--- config.mk ---
export PLATFORM = sky130hd
export DESIGN_NAME = pipe_ctrl
export DESIGN_NICKNAME = d
export VERILOG_FILES = /design/src/rtl/pipe_ctrl.sv
export SDC_FILE = /design/constraint.sdc
export NUM_CORES = 1
export LEC_CHECK = 0
export CAP_MARGIN = 20
export CORE_ASPECT_RATIO = 1.1
export CORE_MARGIN = 4
export CORE_UTILIZATION = 49
export CTS_BUF_LIST = sky130_fd_sc_hd__clkbuf_4
export DETAILED_ROUTE_END_ITERATION = 10
export GPL_TIMING_DRIVEN = 1
export MAX_ROUTING_LAYER = met4
export PLACE_DENSITY_LB_ADDON = 0.08
export SETUP_SLACK_MARGIN = 0.4
export SKIP_LAST_GASP = 1
export SYNTH_ARGS = -nofsm -noshare
export SYNTH_HDL_FRONTEND = slang
export SYNTH_SLANG_ARGS = --single-unit
--- constraint.sdc ---
create_clock -name clk -period 2.6 [get_ports clk]
set_clock_uncertainty 0.05 [all_clocks]
set_input_delay 0.52 -clock clk [delete_from_list [all_inputs] [get_ports clk]]
set_output_delay 0.52 -clock clk [all_outputs]
set_load 0.005 [all_outputs]
--- src/rtl/pipe_ctrl.sv ---
// pipe_ctrl: pipeline hazard controller producing stall/flush/redirect with zero-cycle response.
module pipe_ctrl #(
  parameter int CNT_W = 16,
  parameter int TGT_W = 32
) (
  input  logic             clk,
  input  logic             rst,
  input  logic             mem_wait_req,
  input  logic             ex_busy_req,
  input  logic             id_load_use_req,
  input  logic             ex_branch_taken,
  input  logic [TGT_W-1:0] ex_branch_target,
  output logic [5:0]       stall,
  output logic             flush_if_id,
  output logic             flush_id_ex,
  output logic             new_pc_valid,
  output logic [TGT_W-1:0] new_pc,
  output logic [2:0]       ctrl_state,
  output logic [CNT_W-1:0] stall_cycles
);
  typedef enum logic [2:0] {
    RUN      = 3'd0,
    MEM_WAIT = 3'd1,
    EX_BUSY  = 3'd2,
    LOAD_USE = 3'd3,
    REDIRECT = 3'd4
  } state_t;
  state_t state, next;
  logic pend_valid;
  logic [TGT_W-1:0] pend_target;
  logic hold, redir, load_use;
  always_comb begin
    hold = mem_wait_req | ex_busy_req;
    redir = !hold && (pend_valid || ex_branch_taken);
    load_use = !hold && !redir && id_load_use_req && state != LOAD_USE;
    next = mem_wait_req ? MEM_WAIT : ex_busy_req ? EX_BUSY : redir ? REDIRECT : load_use ? LOAD_USE : RUN;
    stall = rst ? 6'b000000 : mem_wait_req ? 6'b011111 : ex_busy_req ? 6'b001111 : load_use ? 6'b000111 : 6'b000000;
    flush_if_id = !rst && redir;
    flush_id_ex = !rst && (redir || load_use);
    new_pc_valid = !rst && redir;
    // A held redirect always takes precedence over a branch pulse arriving later.
    new_pc = !new_pc_valid ? '0 : pend_valid ? pend_target : ex_branch_target;
  end
  assign ctrl_state = state;
  always_ff @(posedge clk) begin
    if (rst) begin
      state <= RUN;
      pend_valid <= 1'b0;
      pend_target <= '0;
      stall_cycles <= '0;
    end else begin
      state <= next;
      if (hold && ex_branch_taken && !pend_valid) begin
        pend_valid <= 1'b1;
        pend_target <= ex_branch_target;
      end else if (redir) begin
        pend_valid <= 1'b0;
      end
      if (stall[0] && !(&stall_cycles)) stall_cycles <= stall_cycles + CNT_W'(1);
    end
  end
endmodule

Yosys cells after proc, flatten, opt, wreduce, memory -nomap -nowiden
Cells that the tools add are included.
- add/subtract/negate cells: 1
- bitwise operators: 1
- equality and inequality tests: 1
- muxes and demuxes: 12
- reduce and logical (&&, ||, !) cells: 20
- operators by type and width (operator ; count):
    $mux 32 ; 2
    $add 16x1->16 const B ; 1
    $reduce_and 16->1 ; 1
    $mux 5 ; 2
    $logic_and 1x1->1 ; 9
    $mux 3 ; 2
    $logic_not 1->1 ; 5
    $mux 2 ; 2
    $mux 4 ; 1
    $mux 1 ; 3
    $ne 3x2->1 const B ; 1
    $reduce_or 3->1 ; 1
    $logic_or 1x1->1 ; 2
    $reduce_bool 2->1 ; 1
    $reduce_or 2->1 ; 1
    $or 1x1->1 ; 1
- output and inout port bits: 60
- register bits after elaboration: 52
- word-level logic and storage cells: 41

Logic depth before layout (Yosys ltp)
Gate-level depths: netlist of run 1.
- depth after elaboration: 12
- mapped depth: 7

Worst setup path after synthesis of run 1
No wires, ideal clock.
- path kind: input -> output
- from: input ex_branch_taken
- to: output new_pc_valid
- setup slack: 0.547 ns
- data arrival time: 1.483 ns
- cell stages on the path: 6
- buffers on the path: 2
- cell sequence: nor2_1 nor2_1 nand2_1 clkbuf_1 inv_1 buf_4
- longest elaborated chain between the ends: 3
- RTL lines (item ; line ; source):
    start: declaration ; 11 ; input logic ex_branch_taken,
    $logic_or 1x1->1 ; 34 ; redir = !hold && (pend_valid || ex_branch_taken);
    $logic_and 1x1->1 ; 34 ;
    $logic_and 1x1->1 ; -- ;
    end: declaration ; 16 ; output logic new_pc_valid,
Every way passes these cells.

Worst setup path in the final report of run 1
- from: register pend_valid
- to: output flush_id_ex
- longest elaborated chain between the ends: 8
- RTL lines (item ; line ; source):
    start: declaration ; 29 ; logic pend_valid;
    start signal: assignment ; 48 ; pend_valid <= 1'b0;
    start signal: assignment ; 54 ; pend_valid <= 1'b1;
    start signal: assignment ; 57 ; pend_valid <= 1'b0;
    $logic_or 1x1->1 * ; 34 ;
    $logic_and 1x1->1 * ; 34 ;
    $logic_not 1->1 ; 35 ; load_use = !hold && !redir && id_load_use_req && state != LOAD_USE;
    $logic_and 1x1->1 (3 in a row) ; 35 ;
    $logic_or 1x1->1 * ; 39 ; flush_id_ex = !rst && (redir || load_use);
    $logic_and 1x1->1 * ; 39 ;
    end: declaration ; 15 ; output logic flush_id_ex,
Every way passes the cells marked *; elsewhere a longest branch is shown, timed or not.

==> impl_results.md, run 1 <==
* PwrDens at 394 mW/mm2
* Synthesized cell area at about 0.0026 mm2
* Min Tclk post-route at 2.22 ns
* Commonest cells after routing, fill and taps aside: nand2_1, clkdlybuf4s50_1, dfxtp_1, a21oi_1, buf_2
* Global Route Usage Sum at a little under a quarter
* Util after Layout at 80.7%
* Post-Synth Adder-Cell Area at less than 1%
* Register area share after synthesis at between 30 and 40%
* Mapped Avg Cell Area at between 7 and 8 um2
* Ratio of cells with drive above 1 in the final layout at between 20% and 30%
* Initial antenna violation count at 0
* Die ar. at about 0.0065 mm2
* Initial Util at between 50% and 60%
* CP Max Fanout at 4
* Aggregate global routing overflow at 0
* Vias at 2748
* Reg clk slew, reported paths at around 0.14 ns
* FF+latch count, synth at 52
* Crit Path Category: flop to primary output
* Sink Count at 52
* Count of final hold-check violations at 0
* Startpoint types: flop
* Global-route wire length before repair at between 10 and 15 mm
* Simple-Gate Fraction of Synth Area at between 20% and 30%
* Number of antenna diodes at 0
* Vias in the first global route at 2546
* Synth Instances at about 330
* Layout Area Growth over Synthesis at 57.1%
* Hold Buf Count CTS at 0
* # IOs at 98
* Initial DRC Count at roughly 120
* Routability cong. at slightly below 0.9
* Largest net degree at the start of global routing at 33
* Commonest non-fill, non-tap cell in the layout: nand2_1
* Compound-Gate Fraction of Synth Area at 13.1%
* Port Buffers at 96
* Final TNS setup at 0 ns
* Fmax at roughly 450 MHz
* DRC Markers at 0
* Drt pass-1 iters at 4
* Status: finished clean
* Routed vias/inst at around 5.5
* Fillers at around 350
* Max Slew Vio Count at 0
* Static leakage at ~1.6 nW
* Synthesis Warnings at 0
* Final #Nets at a little under 500
* Core ar. at approximately 0.0051 mm2
* VDD IR max at approximately 0.24 mV
* H-tree levels at 2
* Die width at ~78 um
* # rows at 27
* Distinct cell type count of the synthesized netlist at 43
* Worst-margin pin slew at 0.699 ns
* Max_slew headroom at a little over half
* Ys flop type: dfxtp_1
* Num CTS Buffers at 5
* Post-synth EDFFs at 0
* Overall power at ~1.6 mW
* Detail Route Antenna Nets at 0
* Die Y at between 80 and 90 um
* Worst-Skew Late Latency at 0.37 ns
* Detailed Place HPWL at 4.89 mm
* RSZ-0062 raised after global routing: true
* Largest family of logic cells by synthesized area: simple AND/OR/NAND/NOR gates
* Final Routed Wirelength at approximately 7.8 mm
* Wire per inst at approximately 15 um
* Crit path capture type: primary output
* Mapped Nets at approximately 370
* CTS tree: yes
* CTS max path bufs at 2
* Crit path DAT at ~1.7 ns
* Final Cycle Share at between 80% and 90%
* CP required at about 2.0 ns
* Post-synthesis mux area share at approximately an eighth
* Post-synth ARST share at 0%
* Final setup viols at 0
* Clock Root Buffer: clkbuf_4
* Worst Hold Class: flop to flop
* Max-Cap Viols at 0
* Synth Area in XOR/XNOR at between 2 and 2.5%
## power breakdown
group / total (mW) / switching [mW] / leakage [nW] / internal, mW
Sequential: 0.860 / 0.0271 / 0.425 / 0.833
Combinational: 0.389 / 0.193 / 1.17 / 0.196
Clock: 0.361 / 0.251 / 0.0315 / 0.111
Total: 1.61 / 0.471 / 1.62 / 1.14
## area by class of cell
| type | count | area (um2) | share of cell area [%] |
|---|---|---|---|
| clock buffers | 6 | 45.0 | 1.10 |
| clock inverters | 1 | 5.00 | 0.122 |
| inverters | 5 | 18.8 | 0.459 |
| multi-input cells | 248 | 1680 | 41.2 |
| flip-flops and latches | 52 | 1040 | 25.5 |
| well taps | 58 | 72.6 | 1.77 |
| repair buffers | 134 | 1220 | 29.8 |
## through the flow
| stage | cells | worst slack (ns) | hold WS (ns) | cell area (um2) |
|---|---|---|---|---|
| after CTS | 502 | 0.346 | 0.416 | 3870 |
| final | 504 | 0.377 | 0.413 | 4090 |
| after detailed placement | 476 | -0.287 | 0.398 | 3660 |
| after global routing | 504 | 0.328 | 0.432 | 4090 |
| after floorplan | 329 | 0.547 | 0.386 | 2610 |
| after global placement | 476 | -0.278 | 0.391 | 3660 |
## metal layers
layer / vias up / global-route usage, % / share of wire, %
met1: 1302 / 25.3 / 40
met5: - / - / 0
met3: 16 / 4.61 / 4.6
li1: 1344 / - / -
met4: 0 / 6.31 / 2.4
met2: 86 / 40.8 / 53
## cells by family after synthesis
group	count (synthesis)
and+or+nand+nor	151
AOI/OAI and AO/OA	54
DFF	52
muxes	34
buffers and inverters	29
xor gates and xnor gates	7
adders and majority gates	1
other	1
## critical path, stage by stage (launching register included)
cell             delay [ns]
dfxtp_4                0.39
nor2_4                 0.04
buf_6                  0.11
buf_4                  0.15
a2111oi_4              0.34
clkdlybuf4s15_2        0.25
## final timing paths
check / startpoint / slack (ns) / end / cells past startpoint
setup / recovery: pend_valid / 0.38 / flush_id_ex / 5
hold reg to reg: pend_target[24] / 0.41 / pend_target[24] / 2
hold / removal: pend_target[24] / 0.41 / pend_target[24] / 2
setup reg to reg: pend_valid / 0.52 / stall_cycles[8] / 8
## state kept, by name, indices dropped and copies added (netlist names)
signal        cells
ctrl_state        3
pend_target      32
pend_valid        1
stall_cycles     16
## cells in the mapped netlist, types with 2 or more instances
master | count | share of area (%)
o21ai_0 | 2 | 0.38
or3_1 | 2 | 0.48
xnor2_1 | 2 | 0.67
mux2i_1 | 34 | 13
nand4_1 | 5 | 1.2
and4_1 | 2 | 0.67
buf_4 | 4 | 1.2
buf_2 | 4 | 0.77
and2_1 | 4 | 0.96
nor4_1 | 2 | 0.48
nand3_1 | 9 | 1.7
a21oi_1 | 35 | 6.7
clkbuf_1 | 15 | 2.2
nor3_1 | 3 | 0.58
nand2_1 | 69 | 9.9
a211oi_1 | 2 | 0.58
o211ai_1 | 3 | 0.86
nor2_1 | 47 | 6.8
nor3b_1 | 2 | 0.58
inv_1 | 5 | 0.72
dfxtp_1 | 52 | 40
xor2_1 | 5 | 1.7
## what timing repair did
item / in CTS / in global routing
pin swaps: 24 / 16
cloned: 2 / 0
buffers inserted: 17 / 2
endpoints found under the setup margin: 40 / 42
gates resized for setup: 188 / 62
Note: power is estimated with default switching activity, not from simulation.
==> inputs of run 2 (changes only) <==
CAP_MARGIN = unset   (was 20)
==> results of run 2 <==
No change in the layout: final DEF, timing and power equal those of run 1.
